$ cat src/rtl/imem_stream_if.sv
// Load and fetch port bundle between the boot loader / core IF stage and imem_stream.
// The master modport is the loader/core side; the slave modport is the memory.
interface imem_stream_if #(
  parameter int DATA_W = 32,
  parameter int DEPTH  = 128,
  parameter int ADDR_W = 32
);
  localparam int CNT_W = $clog2(DEPTH) + 1;

  logic              ld_start;
  logic              ld_valid;
  logic              ld_ready;
  logic [DATA_W-1:0] ld_data;
  logic              ld_last;
  logic [CNT_W-1:0]  ld_count;
  logic              core_run;
  logic              fetch_req;
  logic [ADDR_W-1:0] fetch_addr;
  logic              fetch_valid;
  logic [DATA_W-1:0] fetch_data;
  logic              fetch_fault;

  modport master (
    output ld_start, ld_valid, ld_data, ld_last, fetch_req, fetch_addr,
    input  ld_ready, ld_count, core_run, fetch_valid, fetch_data, fetch_fault
  );

  modport slave (
    input  ld_start, ld_valid, ld_data, ld_last, fetch_req, fetch_addr,
    output ld_ready, ld_count, core_run, fetch_valid, fetch_data, fetch_fault
  );
endinterface

$ cat src/rtl/imem_stream.sv
// Run-time loadable instruction memory: streaming load port, 1-cycle registered fetch port,
// and a core_run gate that opens once a program has been completely loaded.
module imem_stream #(
  parameter int                DATA_W = 32,
  parameter int                DEPTH  = 128,
  parameter int                ADDR_W = 32,
  parameter logic [DATA_W-1:0] NOP    = 32'h00000013
) (
  input logic          clk,
  input logic          rst,
  imem_stream_if.slave bus
);
  localparam int                IDX_W      = $clog2(DEPTH);
  localparam int                CNT_W      = IDX_W + 1;
  localparam logic [ADDR_W-1:0] ADDR_LIMIT = ADDR_W'(DEPTH * 4);
  localparam logic [CNT_W-1:0]  LAST_SLOT  = CNT_W'(DEPTH - 1);

  typedef enum logic [1:0] {
    IDLE = 2'd0,
    LOAD = 2'd1,
    RUN  = 2'd2
  } state_t;

  state_t            state_r;
  logic [DATA_W-1:0] mem [DEPTH];
  logic              ld_ready_r;
  logic              core_run_r;
  logic [CNT_W-1:0]  ld_count_r;
  logic              fetch_valid_r;
  logic [DATA_W-1:0] fetch_data_r;
  logic              fetch_fault_r;

  logic              accept_s;
  logic              wr_en_s;
  logic [IDX_W-1:0]  wr_idx_s;
  logic [IDX_W-1:0]  fetch_idx_s;
  logic              fetch_misaligned_s;
  logic              fetch_oob_s;
  logic              fetch_unloaded_s;

  assign bus.ld_ready    = ld_ready_r;
  assign bus.core_run    = core_run_r;
  assign bus.ld_count    = ld_count_r;
  assign bus.fetch_valid = fetch_valid_r;
  assign bus.fetch_data  = fetch_data_r;
  assign bus.fetch_fault = fetch_fault_r;

  // Load handshake decode and fetch address classification
  always_comb begin
    accept_s           = (state_r == LOAD) && ld_ready_r && bus.ld_valid;
    // A restart pulse wins over a coincident accept, so that word is never written
    wr_en_s            = accept_s && !bus.ld_start;
    wr_idx_s           = ld_count_r[IDX_W-1:0];
    fetch_idx_s        = bus.fetch_addr[IDX_W+1:2];
    fetch_misaligned_s = (bus.fetch_addr[1:0] != 2'b00);
    fetch_oob_s        = (bus.fetch_addr >= ADDR_LIMIT);
    fetch_unloaded_s   = ({1'b0, fetch_idx_s} >= ld_count_r);
  end

  // Program storage; not reset, ld_count alone decides which words are visible
  always_ff @(posedge clk) begin
    if (wr_en_s) begin
      mem[wr_idx_s] <= bus.ld_data;
    end
  end

  // Load/run state machine and registered fetch response
  always_ff @(posedge clk or posedge rst) begin
    if (rst) begin
      state_r       <= IDLE;
      ld_ready_r    <= 1'b0;
      core_run_r    <= 1'b0;
      ld_count_r    <= {CNT_W{1'b0}};
      fetch_valid_r <= 1'b0;
      fetch_data_r  <= NOP;
      fetch_fault_r <= 1'b0;
    end else begin
      fetch_valid_r <= 1'b0;
      // Uses the current state, so a request in the cycle RUN is left still completes
      if ((state_r == RUN) && bus.fetch_req) begin
        fetch_valid_r <= 1'b1;
        if (fetch_misaligned_s || fetch_oob_s) begin
          fetch_data_r  <= NOP;
          fetch_fault_r <= 1'b1;
        end else if (fetch_unloaded_s) begin
          fetch_data_r  <= NOP;
          fetch_fault_r <= 1'b0;
        end else begin
          fetch_data_r  <= mem[fetch_idx_s];
          fetch_fault_r <= 1'b0;
        end
      end

      case (state_r)
        IDLE: begin
          if (bus.ld_start) begin
            state_r    <= LOAD;
            ld_ready_r <= 1'b1;
            ld_count_r <= {CNT_W{1'b0}};
          end
        end
        LOAD: begin
          if (bus.ld_start) begin
            ld_count_r <= {CNT_W{1'b0}};
          end else if (accept_s) begin
            ld_count_r <= ld_count_r + CNT_W'(1);
            // Filling the last slot ends the load even without ld_last
            if (bus.ld_last || (ld_count_r == LAST_SLOT)) begin
              state_r    <= RUN;
              ld_ready_r <= 1'b0;
              core_run_r <= 1'b1;
            end
          end
        end
        RUN: begin
          if (bus.ld_start) begin
            state_r    <= LOAD;
            ld_ready_r <= 1'b1;
            core_run_r <= 1'b0;
            ld_count_r <= {CNT_W{1'b0}};
          end
        end
        default: begin
          state_r    <= IDLE;
          ld_ready_r <= 1'b0;
          core_run_r <= 1'b0;
          ld_count_r <= {CNT_W{1'b0}};
        end
      endcase
    end
  end
endmodule
$ cat src/flat_wrapper.sv
// flat-port wrapper written by rule: the top's interface ports become plain ports
module imem_stream_flat 
#(
  parameter int                DATA_W = 32,
  parameter int                DEPTH  = 128,
  parameter int                ADDR_W = 32,
  parameter logic [DATA_W-1:0] NOP    = 32'h00000013
)
  (clk, rst, bus_ld_start, bus_ld_valid, bus_ld_data, bus_ld_last, bus_fetch_req, bus_fetch_addr, bus_ld_ready, bus_ld_count, bus_core_run, bus_fetch_valid, bus_fetch_data, bus_fetch_fault);
  imem_stream_if #(.DATA_W(DATA_W), .DEPTH(DEPTH), .ADDR_W(ADDR_W)) bus_i ();
  input logic clk;
  input logic rst;
  input wire logic [$bits(bus_i.ld_start)-1:0] bus_ld_start;
  input wire logic [$bits(bus_i.ld_valid)-1:0] bus_ld_valid;
  input wire logic [$bits(bus_i.ld_data)-1:0] bus_ld_data;
  input wire logic [$bits(bus_i.ld_last)-1:0] bus_ld_last;
  input wire logic [$bits(bus_i.fetch_req)-1:0] bus_fetch_req;
  input wire logic [$bits(bus_i.fetch_addr)-1:0] bus_fetch_addr;
  output wire logic [$bits(bus_i.ld_ready)-1:0] bus_ld_ready;
  output wire logic [$bits(bus_i.ld_count)-1:0] bus_ld_count;
  output wire logic [$bits(bus_i.core_run)-1:0] bus_core_run;
  output wire logic [$bits(bus_i.fetch_valid)-1:0] bus_fetch_valid;
  output wire logic [$bits(bus_i.fetch_data)-1:0] bus_fetch_data;
  output wire logic [$bits(bus_i.fetch_fault)-1:0] bus_fetch_fault;
  assign bus_i.ld_start = bus_ld_start;
  assign bus_i.ld_valid = bus_ld_valid;
  assign bus_i.ld_data = bus_ld_data;
  assign bus_i.ld_last = bus_ld_last;
  assign bus_i.fetch_req = bus_fetch_req;
  assign bus_i.fetch_addr = bus_fetch_addr;
  assign bus_ld_ready = bus_i.ld_ready;
  assign bus_ld_count = bus_i.ld_count;
  assign bus_core_run = bus_i.core_run;
  assign bus_fetch_valid = bus_i.fetch_valid;
  assign bus_fetch_data = bus_i.fetch_data;
  assign bus_fetch_fault = bus_i.fetch_fault;
  imem_stream #(.DATA_W(DATA_W), .DEPTH(DEPTH), .ADDR_W(ADDR_W), .NOP(NOP)) u_core (.clk(clk), .rst(rst), .bus(bus_i));
endmodule
$ cat config.mk
export PLATFORM = sky130hd
export DESIGN_NAME = imem_stream_flat
export DESIGN_NICKNAME = d
export VERILOG_FILES = /design/src/rtl/imem_stream_if.sv /design/src/rtl/imem_stream.sv /design/src/flat_wrapper.sv
export SDC_FILE = /design/constraint.sdc
export NUM_CORES = 2
export LEC_CHECK = 0
export ABC_AREA = 1
export CAP_MARGIN = 30
export CORE_MARGIN = 4
export CORE_UTILIZATION = 48
export DETAILED_ROUTE_END_ITERATION = 12
export PLACE_DENSITY = 0.66
export SLEW_MARGIN = 5
export SYNTH_ARGS = -nofsm -noshare
export SYNTH_HDL_FRONTEND = slang
export SYNTH_SLANG_ARGS = --single-unit
$ cat constraint.sdc
create_clock -name clk -period 8.1 [get_ports clk]
set_clock_uncertainty 0.15 [all_clocks]
set_input_delay 2.43 -clock clk [delete_from_list [all_inputs] [get_ports clk]]
set_output_delay 2.43 -clock clk [all_outputs]
set_load 0.02 [all_outputs]
# Word level (Yosys, flattened, before mapping)
# Memories as Yosys holds them, arrays and structs flattened.
# Cells that the tools add are included.
# classes
n_addsub	1
magnitude_cmp	2
n_eq_ne	9
muxes	25
bitwise	1
n_reduce_logical	13
# ops
operator	n
$mux W32	2
$ge A32 B10 Y1 const B	1
$mux W8	3
$pmux W8 S2	1
$mux W1	12
$add A8 B1 Y8 const B	1
$eq A8 B7 Y1 const B	1
$ge A7 B8 Y1	1
$mux W2	4
$ne A2 B2 Y1 const B	3
$reduce_and A5 Y1	1
$logic_and A1 B1 Y1	4
$ne A2 B1 Y1 const B	2
$pmux W2 S2	1
$reduce_and A4 Y1	1
$ne A3 B2 Y1 const B	1
$pmux W1 S3	1
$eq A2 B1 Y1 const B	1
$eq A2 B2 Y1 const B	1
$logic_not A2 Y1	1
$logic_or A1 B1 Y1	2
$pmux W1 S2	1
$reduce_and A2 Y1	1
$reduce_bool A2 Y1	1
other kinds (3)	3
# word_totals
ff_bits	46
mem_bits_rw	4096
in_bits	70
output_inout_bits	44
word_cells	59
mem_count	1
# mem_list
memory	words	word_bits	rd	rd_clocked_by_memory_dff	wr	line	text
u_core.mem	128	32	1	0	1	imem_stream.sv:25	logic [DATA_W-1:0] mem [DEPTH];

# Longest topological paths before layout
# logic_depth
ltp_word	6
depth_mapped	16
ltp_nobuf	11

# Worst setup path before layout
# OpenSTA, ideal clock, no wires.
# synth_path
path_kind	input port to flip-flop
from	in bus_ld_start
to	mem u_core.mem[100][0] (enable)
setup_ps	421
t_arrival_ps	4733
required_ps	7529
setup_slack_ps	2796
path_stages	8
n_path_buf	1
cell_sequence	nor2_4 > inv_1 > nor2_1 > inv_1 > nor2_1 > nand2_1 > buf_4 > nor2_1
# synth_between
elab_chain_len	4
# synth_rtl
item	line	text
from (decl)	flat_wrapper.sv:13	input wire logic [$bits(bus_i.ld_start)-1:0] bus_ld_start;
$logic_not A1 Y1	imem_stream.sv:52	wr_en_s = accept_s && !bus.ld_start;
$logic_and A1 B1 Y1	imem_stream.sv:52	
$mux W1	imem_stream.sv:62	if (wr_en_s) begin
$mux W1 (not written as such)	imem_stream.sv:63	mem[wr_idx_s] <= bus.ld_data;
to (decl)	imem_stream.sv:25	
# Every way passes these cells.

# Worst setup path in the final report
# layout_path
from	in bus_ld_start
to	mem u_core.mem[49][30] (enable)
# The elaborated chain is that of the path after synthesis.

==> metrics.md <==
| Metric | Value |
|---|---|
| Die Y-Extent | `598 µm` |
| Hold Vio Cnt, Final | `0` |
| Critical path class | `in -> reg` |
| Placement Cell Area | `174000 µm²` |
| XOR/XNOR share of the synthesized area | `0` |
| Share of cells above drive strength 1 | `0.0772` |
| Setup-failing EPs final | `0` |
| Final wirelength | `483000 µm` |
| Post-DP HPWL | `282000 µm` |
| Predominant post-synthesis flop cell | `edfxtp_1` |
| Leading area contributor after synthesis | `edfxtp_1` |
| Largest family of logic cells by synthesized area | `simple AND/OR/NAND/NOR gates` |
| Slowest cell delay on critical path | `1.02 ns` |
| H-tree depth | `5` |
| Net Count, Synth | `13.9k` |
| CP max stage cell | `nor2_4` |
| Slew headroom | `0.209` |
| WL per Instance | `25.9 µm` |
| Core area | `346000 µm²` |
| DRT antenna net count | `0` |
| Mapped Area | `167000 µm²` |
| Complex-gate fraction of the synthesized area | `0.00831` |
| # IOs | `114` |
| Avg Cell Area, Syn | `12.1 µm²` |
| Largest net degree at the start of global routing | `201` |
| Clock latency at the later pin of the worst-skew pair | `0.99 ns` |
| Synth Area in Adders | `0.000599` |
| Fmax | `0.176 GHz` |
| Number of global-route vias before repair | `101k` |
| Fill cells | `28.2k` |
| Pleak | `65.5 nW` |
| Mapped Cells | `13.8k` |
| Die ar. | `358000 µm²` |
| Vias per cell | `5.84` |
| Peak supply drop | `0.000195 V` |
| P_int | `34.9 mW` |
| CP Data Required Time | `8.59 ns` |
| Pwr/cell area | `241 nW/µm²` |
| Max Slew Vio Count | `0` |
| Crit-path max FO | `19` |
| Initial DRC count | `15.5k` |
| Layout area overhead | `12.3%` |
| CP Data Arrival Time | `6.18 ns` |
| Crit start category | `input pin` |
| DR pass1 iterations | `6` |
| Comb power frac | `0.065` |
| Initial Util | `0.482` |
| Total number of vias | `109k` |
| Row Count | `216` |
| CTS tree | `done` |
| Async set-reset flop share out of synthesis | `0.0111` |
| Root buffer cell | `clkbuf_16` |
| Port Buffers | `113` |
| Switch share | `0.229` |
| Critical path's top delay family | `simple AND/OR/NAND/NOR gates` |
| Fraction of synthesized area in multiplexers | `0` |
| Sequential share of the synthesized area | `0.743` |
| Clock power frac | `0.414` |
| TritonCTS Buffers | `416` |
| Nets | `13.8k` |
| Final min period | `5.69 ns` |
| First-pass GRT wire length | `694000 µm` |
| Yosys reg bits | `4142` |
| Leading post-synthesis cells by cell area | `edfxtp_1 (74%), nand3_1 (11%), nand2_1 (10%), buf_2 (1.5%), dfrtp_1 (0.64%)` |
| TNS Setup | `0 ns` |
| CP bufs+invs | `4` |
| RSZ-0062 raised after global routing | `no` |
| Post-synth top area share | `0.736` |
| Nature of the critical path endpoint | `flip-flop` |
| Yosys Warn Count | `0` |
| # hold bufs at CTS | `0` |
| Share of power burned in registers | `0.521` |
| Final Cell Area | `188000 µm²` |
| Slew at the pin with the worst max-slew slack | `1.19 ns` |
| Die Width | `598 µm` |
| RD Place Congestion | `0.939` |
| Tcrit/Tclk final | `0.702` |
| Switching power of the nets | `10.4 mW` |
| Number of flops mapped to enable cells by yosys | `4096` |
| # DRC | `0` |
| Commonest non-fill, non-tap cell in the layout | `nand2_1` |
| Clk sinks | `4142` |
| Gr ovfl total | `0` |
| Synth unique cells | `36` |
| Post_cts resized | `0` |
| Critical path, cell by cell | `clkdlybuf4s50_1 > nor2_4 > inv_1 > nor2_1 > inv_1 > nor2_1 > nand3_4 > nor2_4 > buf_4` |
| Clock buffer depth | `4` |
| Post-CTS setup buffer count | `0` |
| Status | `completed` |
| Worst hold path type | `reg -> reg` |
| Initial antenna violation count | `20` |
| Most frequent cells in the layout | `nand2_1 (4599), edfxtp_1 (4096), nand3_1 (3575)` |
| Gr usage total | `0.263` |
| Post-synthesis simple-gate area fraction | `0.217` |
| Worst-path clk slew | `0.06 ns` |
| Max-Cap Viols | `0` |
## metal layers
layer / wire [µm] / track usage
met5: 12 / 0
met2: 218000 / 0.400
met1: 190000 / 0.375
met3: 54200 / 0.0542
met4: 20900 / 0.102
## logic make-up (layout without fill, tap and decap cells)
family          count (synthesis)  in the layout
simple gates                 8441           8441
flops                        4142           4142
buf+inv                       952           1264
compound gates                259            259
fa+ha+maj                       8              8
other cells                     0              4
## worst register-to-register path: stages (launching register included)
cell     delay, ns
dfrtp_1       0.39
inv_1         0.10
nand2_1       0.14
nor2_4        0.27
inv_1         0.10
nor2_1        0.12
inv_1         0.08
nor2_1        0.42
nand3_4       0.87
nor2_4        1.04
buf_4         0.31
## through the flow
stage / hold WS, ns / power (mW) / instances / setup WS, ns / util
floorplan: 0.392 / 25.6 / 13800 / 2.80 / -
global route: 0.431 / 46.6 / 18700 / 2.38 / 0.542
global placement: 0.392 / 26.9 / 17800 / 1.34 / 0.498
detailed placement: 0.381 / 26.9 / 17900 / 1.53 / 0.502
finish: 0.410 / 45.3 / 18700 / 2.41 / 0.542
CTS: 0.406 / 45.4 / 18700 / 2.54 / 0.540
## power by group through the flow
| stage | Clock (mW) | Combinational (mW) | Sequential [mW] |
|---|---|---|---|
| after detailed placement | 0 | 2.86 | 24.1 |
| after floorplan | 0 | 1.50 | 24.1 |
| after CTS | 18.9 | 2.87 | 23.6 |
| after global routing | 19.8 | 3.11 | 23.6 |
| after global placement | 0 | 2.82 | 24.1 |
| final | 18.8 | 2.93 | 23.6 |
## path summary, 6_finish.rpt
path	from	endpoint	slack (ns)	depth (start not counted)
max in group asynchronous	rst	u_core.bus.fetch_data[3]	5.25	3
worst max register to register	u_core.state_r[1]	u_core.mem[49][30]	3.81	10
worst min-delay path	u_core.bus.core_run	u_core.bus.core_run	0.41	2
worst max-delay path	bus_ld_start	u_core.mem[49][30]	2.41	9
min in group asynchronous	rst	u_core.state_r[1]	1.82	3
worst min register to register	u_core.bus.core_run	u_core.bus.core_run	0.41	2
## cell usage after synthesis, types with 2 or more instances
| cell type | n |
|---|---|
| buf_2 | 496 |
| buf_8 | 2 |
| or2_2 | 3 |
| o21ai_1 | 33 |
| ha_1 | 8 |
| inv_1 | 33 |
| o21ai_0 | 93 |
| nand3_2 | 2 |
| nand3_1 | 3578 |
| o211ai_1 | 29 |
| dfrtp_1 | 43 |
| dfstp_2 | 3 |
| edfxtp_1 | 4096 |
| inv_4 | 2 |
| buf_1 | 65 |
| clkbuf_1 | 142 |
| buf_4 | 131 |
| nand4_1 | 2 |
| nand2_1 | 4603 |
| nor2_1 | 248 |
| a21oi_1 | 97 |
| buf_6 | 79 |
## state kept, by name (all words and copies together) (netlist names)
name                    flops
u_core.bus.fetch_fault      1
u_core.bus.fetch_data      32
u_core.bus.fetch_valid      1
u_core.bus.core_run         1
u_core.bus.ld_ready         1
u_core.bus.ld_count         8
u_core.state_r              2
u_core.mem               4096
## final cells by class
type	instances	area [µm²]	share of cell area
Timing Repair Buffer	458	5650	0.0301
Multi-Input combinational cell	8708	38700	0.206
Antenna cell	4	10.0	0.0000533
Tap cell	4578	5730	0.0305
Clock inverter	260	2280	0.0121
Sequential cell	4142	124000	0.662
Inverter	37	193	0.00103
Clock buffer	509	10900	0.0581
Note: power is estimated with default switching activity, not from simulation.
